--- src/rtl/ctrl_decode_stage.sv ---
// rtl/ctrl_decode_stage.sv - registered, handshaked 9-bit control decoder with branch flag and load-use interlock
// Optional feature macro: ILLEGAL_CNT_EN (adds a saturating illegal_cnt port)
module ctrl_decode_stage #(
  parameter int OPW  = 9,
  parameter int RAW  = 4,
  parameter int AOPW = 5,
  parameter int FLW  = 3,
  parameter int CNTW = 8
) (
  input  logic            Clk,
  input  logic            Reset,
  input  logic            in_valid,
  input  logic [OPW-1:0]  instr,
  output logic            in_ready,
  output logic            out_valid,
  input  logic            out_ready,
  output logic            Branch,
  output logic            MemtoReg,
  output logic            MemWrite,
  output logic            ALUSrc,
  output logic            RegWrite,
  output logic            Immed,
  output logic            Illegal,
  output logic [RAW-1:0]  ReadAddr1,
  output logic [RAW-1:0]  ReadAddr2,
  output logic [RAW-1:0]  WriteAddr,
  output logic [AOPW-1:0] ALUOp,
`ifdef ILLEGAL_CNT_EN
  output logic [CNTW-1:0] illegal_cnt,
`endif
  output logic [FLW-1:0]  BrFlag
);

  localparam logic [RAW-1:0]  RA1_DEF  = RAW'(4'b1000);
  localparam logic [RAW-1:0]  RA2_DEF  = RAW'(4'b1001);
  localparam logic [RAW-1:0]  WA_DEF   = RAW'(4'b0000);
  localparam logic [RAW-1:0]  WA_LINK  = RAW'(4'b1111);
  localparam logic [AOPW-1:0] AOP_DEF  = AOPW'(5'b11111);
  localparam logic [AOPW-1:0] AOP_ADD  = AOPW'(5'b00000);
  localparam logic [FLW-1:0]  FLAG_RST = FLW'(3'b100);

  logic [8:0] op;
  logic       unused_instr;

  assign op           = instr[8:0];
  assign unused_instr = ^instr;

  logic            d_branch, d_memtoreg, d_memwrite, d_alusrc, d_regwrite, d_immed, d_illegal;
  logic            d_mov, d_lb, d_sbf;
  logic [RAW-1:0]  d_ra1, d_ra2, d_wa;
  logic [AOPW-1:0] d_aluop;

  always_comb begin
    d_branch   = 1'b0;
    d_memtoreg = 1'b0;
    d_memwrite = 1'b0;
    d_alusrc   = 1'b0;
    d_regwrite = 1'b0;
    d_immed    = 1'b0;
    d_illegal  = 1'b0;
    d_mov      = 1'b0;
    d_lb       = 1'b0;
    d_sbf      = 1'b0;
    d_ra1      = RA1_DEF;
    d_ra2      = RA2_DEF;
    d_wa       = WA_DEF;
    d_aluop    = AOP_DEF;
    if (!op[8]) begin
      d_mov      = 1'b1;
      d_ra1      = RAW'(op[3:0]);
      d_ra2      = RAW'(op[3:0]);
      d_wa       = RAW'(op[7:4]);
      d_aluop    = AOP_ADD;
      d_regwrite = 1'b1;
    end else if (op[7:6] == 2'b00) begin
      d_branch = 1'b1;
      d_immed  = 1'b1;
    end else if (op[7:6] == 2'b01) begin
      d_immed    = 1'b1;
      d_regwrite = 1'b1;
      d_wa       = WA_LINK;
    end else if (op[7:6] == 2'b10) begin
      d_wa       = RAW'({2'b10, op[4:3]});
      d_alusrc   = (op[2:0] != 3'b000);
      d_aluop    = op[5] ? AOPW'(5'b10001) : AOPW'(5'b10000);
      d_regwrite = 1'b1;
    end else if (!op[5]) begin
      if (op[4:3] == 2'b11) begin
        // sbf: only 000..100 are legal flag values
        if (op[2:0] > 3'b100) d_illegal = 1'b1;
        else                  d_sbf     = 1'b1;
      end else begin
        d_wa       = RAW'({2'b10, op[1:0]});
        d_regwrite = 1'b1;
        case (op[4:2])
          3'b000:  d_aluop = AOPW'(5'b00100);
          3'b001:  d_aluop = AOPW'(5'b00101);
          3'b010:  d_aluop = AOPW'(5'b00000);
          3'b011:  d_aluop = AOPW'(5'b00001);
          3'b100:  d_aluop = AOPW'(5'b00010);
          3'b101:  d_aluop = AOPW'(5'b00011);
          default: begin
            d_aluop    = AOP_DEF;
            d_regwrite = 1'b0;
            d_illegal  = 1'b1;
          end
        endcase
      end
    end else if (!op[4]) begin
      d_ra1   = RAW'({1'b0, op[2:0]});
      d_ra2   = RAW'({1'b0, op[2:0]});
      d_aluop = AOP_ADD;
      if (!op[3]) begin
        d_lb       = 1'b1;
        d_wa       = WA_LINK;
        d_regwrite = 1'b1;
        d_memtoreg = 1'b1;
      end else begin
        d_memwrite = 1'b1;
      end
    end else begin
      d_illegal = 1'b1;
    end
  end

  logic           lb_q;
  logic [FLW-1:0] flag_q;
  logic           adv, hazard, xfer_in;

  assign adv      = ~out_valid | out_ready;
  assign hazard   = in_valid & lb_q & d_mov & (op[3:0] == 4'b1111);
  assign in_ready = adv & ~hazard;
  assign xfer_in  = in_valid & in_ready;

  always_ff @(posedge Clk) begin
    if (Reset) begin
      out_valid <= 1'b0;
      lb_q      <= 1'b0;
      flag_q    <= FLAG_RST;
      Branch    <= 1'b0;
      MemtoReg  <= 1'b0;
      MemWrite  <= 1'b0;
      ALUSrc    <= 1'b0;
      RegWrite  <= 1'b0;
      Immed     <= 1'b0;
      Illegal   <= 1'b0;
      ReadAddr1 <= RA1_DEF;
      ReadAddr2 <= RA2_DEF;
      WriteAddr <= WA_DEF;
      ALUOp     <= AOP_DEF;
      BrFlag    <= FLAG_RST;
    end else if (adv) begin
      if (xfer_in) begin
        out_valid <= 1'b1;
        lb_q      <= d_lb;
        Branch    <= d_branch;
        MemtoReg  <= d_memtoreg;
        MemWrite  <= d_memwrite;
        ALUSrc    <= d_alusrc;
        RegWrite  <= d_regwrite;
        Immed     <= d_immed;
        Illegal   <= d_illegal;
        ReadAddr1 <= d_ra1;
        ReadAddr2 <= d_ra2;
        WriteAddr <= d_wa;
        ALUOp     <= d_aluop;
        // The flag updates on the same edge, so a b accepted next cycle sees the new value
        BrFlag    <= flag_q;
        if (d_sbf) flag_q <= FLW'(op[2:0]);
      end else begin
        out_valid <= 1'b0;
        lb_q      <= 1'b0;
      end
    end
  end

`ifdef ILLEGAL_CNT_EN
  always_ff @(posedge Clk) begin
    if (Reset) begin
      illegal_cnt <= '0;
    end else if (xfer_in && d_illegal && (illegal_cnt != {CNTW{1'b1}})) begin
      illegal_cnt <= illegal_cnt + 1'b1;
    end
  end
`else
  localparam int unused_cntw = CNTW;
`endif

endmodule

--- config.mk ---
export PLATFORM = sky130hd
export DESIGN_NAME = ctrl_decode_stage
export DESIGN_NICKNAME = d
export VERILOG_FILES = /design/src/rtl/ctrl_decode_stage.sv
export SDC_FILE = /design/constraint.sdc
export NUM_CORES = 1
export LEC_CHECK = 0
export CAP_MARGIN = 20
export CORE_UTILIZATION = 35
export CTS_CLUSTER_DIAMETER = 50
export CTS_CLUSTER_SIZE = 12
export DETAILED_ROUTE_END_ITERATION = 7
export DONT_BUFFER_PORTS = 1
export SLEW_MARGIN = 25
export SYNTH_ARGS = -nofsm -noshare
export SYNTH_HDL_FRONTEND = slang
export SYNTH_SLANG_ARGS = --single-unit
--- constraint.sdc ---
create_clock -name Clk -period 1.6 [get_ports Clk]
set_input_delay 0.32 -clock Clk [delete_from_list [all_inputs] [get_ports Clk]]
set_output_delay 0.32 -clock Clk [all_outputs]
set_load 0.01 [all_outputs]
==> summary.md <==
| Metric | Value |
|---|---|
| H-tree levels | `2` |
| WP depth | `5` |
| Clock buffer depth | `2` |
| Area added between synthesis and finish | `4.840%` |
| Final hold slack | `0.1025 ns` |
| Crit Path Max Fanout | `15` |
| Layout cells sized above 1 | `approximately an eighth` |
| RSZ-0062 raised after global routing | `false` |
| HP Start | `Reset` |
| Reg2Reg Capture Point | `ReadAddr1[1]` |
| # setup viols final | `0` |
| Peak VDD IR | `0.3878 mV` |
| Ys Warns | `0` |
| Critical Path Slowest Stage Cell | `o211ai_4` |
| First-pass GRT wire length | `about 5.7 mm` |
| CTS root buffer | `clkbuf_8` |
| Crit. End Element | `flip-flop` |
| Initial antenna violation count | `0` |
| CP arrival | `1.66 ns` |
| Adder-Cell Fraction of Synth Area | `0.6914%` |
| Hold Fails Final Rpt | `0` |
| Main synth FF type | `dfxtp_1` |
| Gr ovfl total | `0` |
| Total CTS buffers | `5` |
| Count of cell types in the netlist | `44` |
| Cell area after layout | `1518 sq um` |
| Crit start category | `flip-flop` |
| Hold_buf cts | `0` |
| DRT iter0 DRCs | `52` |
| Vias in the first global route | `1194` |
| Cells after Synth | `approximately 170` |
| Die W | `66.31 um` |
| Critical path cell sequence | `nand4_2 -> o211ai_4 -> buf_4 -> nand2_1 -> a21oi_1` |
| Compound-Gate Fraction of Synth Area | `23.60%` |
| Post-Route WL | `around 3.5 mm` |
| Post-synth EDFFs | `0` |
| Largest stage delay on the critical path | `~0.37 ns` |
| Max Fclk | `686.5 MHz` |
| Mux share of post-synthesis cell area | `2.074%` |
| Status | `complete, no violations` |
| Async SR Flop Fraction | `0%` |
| Gpl congestion | `0.8454` |
| Internal reg-to-reg setup slack | `around 0.14 ns` |
| Cells resized by post-CTS repair | `0` |
| Pleak | `0.5394 nW` |
| Power per cell area | `between 1000 and 1500 nW/um^2` |
| Sequential element share of the synthesized area | `40.10%` |
| Launch point of the worst path | `lb_q` |
| Syn Std Cell Area | `between 1000 and 1500 sq um` |
| Worst-Margin Slew | `0.3778 ns` |
| Reg2Reg Depth | `5` |
| Max Transition Viols Final | `0` |
| Core ar. | `slightly below 4000 sq um` |
| CTS tree | `done` |
| Total Routing Usage GR | `17.63%` |
| Drt first pass iters | `4` |
| IO Pins | `42` |
| Diodes inserted | `0` |
| Min cycle time layout | `around 1.5 ns` |
| Data required, critical path | `1.80 ns` |
| DRC violations left | `0` |
| # clock sinks | `29` |
| Clock insertion delay at the later pin of the skew report | `0.28 ns` |
| Post-Syn Nets | `around 180` |
| Fillers | `a little over 400` |
| Die height | `between 60 and 70 um` |
| Yosys reg bits | `29` |
| Total of max-cap violations | `0` |
| Setup TNS Final | `0 ns` |
| Commonest cells after routing, fill and taps aside | `29 x dfxtp_1, 22 x nand2_1, 21 x a21oi_1` |
| Fin nets | `175` |
| Final worst path period share | `91.04%` |
| Commonest non-fill, non-tap cell in the layout | `dfxtp_1` |
| WS Path Type | `reg -> reg` |
| Routed Antenna Nets | `0` |
| HPWL Detailed | `2.507 mm` |
| Starting Density | `36.45%` |
| Routed via count | `1178` |
| Row cnt | `23` |
| Bufs and invs on worst path | `1` |
| Post-Synth Simple-Gate Area | `between 20% and 30%` |
| Cell family with most CP delay | `compound AO/OA/AOI/OAI gates` |
| Largest net degree at the start of global routing | `32` |
| Input/output buffers | `0` |
| Avg Inst Size Synth | `8.721 sq um` |
| Synth Area in XOR/XNOR | `0%` |
| Clock skew | `~0.0050 ns` |
| Tightest Hold Check Type | `in -> reg` |
| Slew headroom | `74.69%` |
| Largest family of logic cells by synthesized area | `simple AND/OR/NAND/NOR gates` |
| Worst-path clk slew | `approximately 0.060 ns` |
| Post-CTS Setup Bufs | `0` |
| DR vias/cell | `5.531` |
| FF-to-FF Start | `lb_q` |
| Avg WL per Cell | `16.35 um` |
| CP endpoint | `ReadAddr1[1]` |
| DIE AREA | `4397 sq um` |
| Post-DP Area | `roughly 1400 sq um` |
kinds of logic (layout without fill, tap and decap cells):
family                     count (synthesis)  count (layout)
AOI/OAI and AO/OA                         48              48
buffers and inverters                     19              16
and+or+nand+nor                           66              66
adders and majority gates                  1               1
DFF                                       29              29
muxes                                      3               3
area by class of cell:
cell class,instances,area [sq um],area share [%]
timing repair buffer,5,37.54,2.473
multi-input combinational,118,745.7,49.13
tap,50,62.56,4.122
inverter,3,11.26,0.7420
sequential,29,580.6,38.25
clock buffer,8,80.08,5.276
worst register-to-register path: cells and delay by family (launching register included):
family	cells	cell delay (ns)
simple gates	2	0.21
compound gates	2	0.51
buf+inv	1	0.29
flops	1	0.36
how the worst min path moves through the flow:
| stage | end | slack [ns] | cells after the start |
|---|---|---|---|
| 4_1_cts | ALUSrc | 0.09 | 1 |
| 3_3_place_gp | ALUSrc | 0.39 | 1 |
| 5_1_grt | WriteAddr[0] | 0.09 | 1 |
| 2_1_floorplan | BrFlag[0] | 0.43 | 2 |
| 3_5_place_dp | ALUSrc | 0.39 | 1 |
| 6_report | WriteAddr[0] | 0.10 | 1 |
power breakdown:
group / switching (mW) / internal (mW)
registers: 0.0388 / 0.755
logic: 0.0871 / 0.0713
clock network: 0.264 / 0.308
total: 0.390 / 1.13
sequential cells by signal, summed over array words and instances, names as in the netlist:
register	cells
Immed	1
ALUOp	5
ALUSrc	1
Illegal	1
MemtoReg	1
ReadAddr1	4
out_valid	1
flag_q	3
BrFlag	3
MemWrite	1
lb_q	1
Branch	1
ReadAddr2	1
WriteAddr	4
RegWrite	1
per-stage QoR:
stage	power [mW]	setup slack [ns]	util (%)	std cells
3_3_place_gp	0.9635	0.2247	36.20	205
4_1_cts	1.545	0.1433	38.22	213
2_1_floorplan	0.9714	0.1987	-	166
3_5_place_dp	0.9687	0.1548	36.20	205
5_1_grt	1.595	0.02692	38.22	213
6_report	1.525	0.1433	38.22	213
metal layers:
metal,vias to the layer above,track usage (%),part of all wire [%]
li1,578,-,-
met1,551,21.23,44
met2,43,27.68,45
met3,6,7.586,9.8
met4,0,6.383,1.4
met5,-,0,0
Yosys cell counts (all sizes together) (2+ instances only):
library cell | number | area share [%]
a211o | 5 | 3.0
buf | 12 | 6.6
nor2 | 12 | 3.1
o21bai | 2 | 1.0
o211ai | 3 | 2.5
inv | 3 | 0.78
mux2i | 3 | 2.1
nor3b | 2 | 1.4
nand3b | 4 | 2.1
dfxtp | 29 | 40
clkbuf | 4 | 1.0
a22oi | 2 | 1.0
nand2 | 22 | 5.7
o311ai | 2 | 1.2
nand3 | 7 | 2.4
nand2b | 7 | 3.5
nor3 | 3 | 1.0
o21ai | 2 | 0.69
nand4 | 2 | 1.3
a21oi | 22 | 7.9
a211oi | 4 | 2.8
No activity file was read; power rests on OpenSTA's default activity.
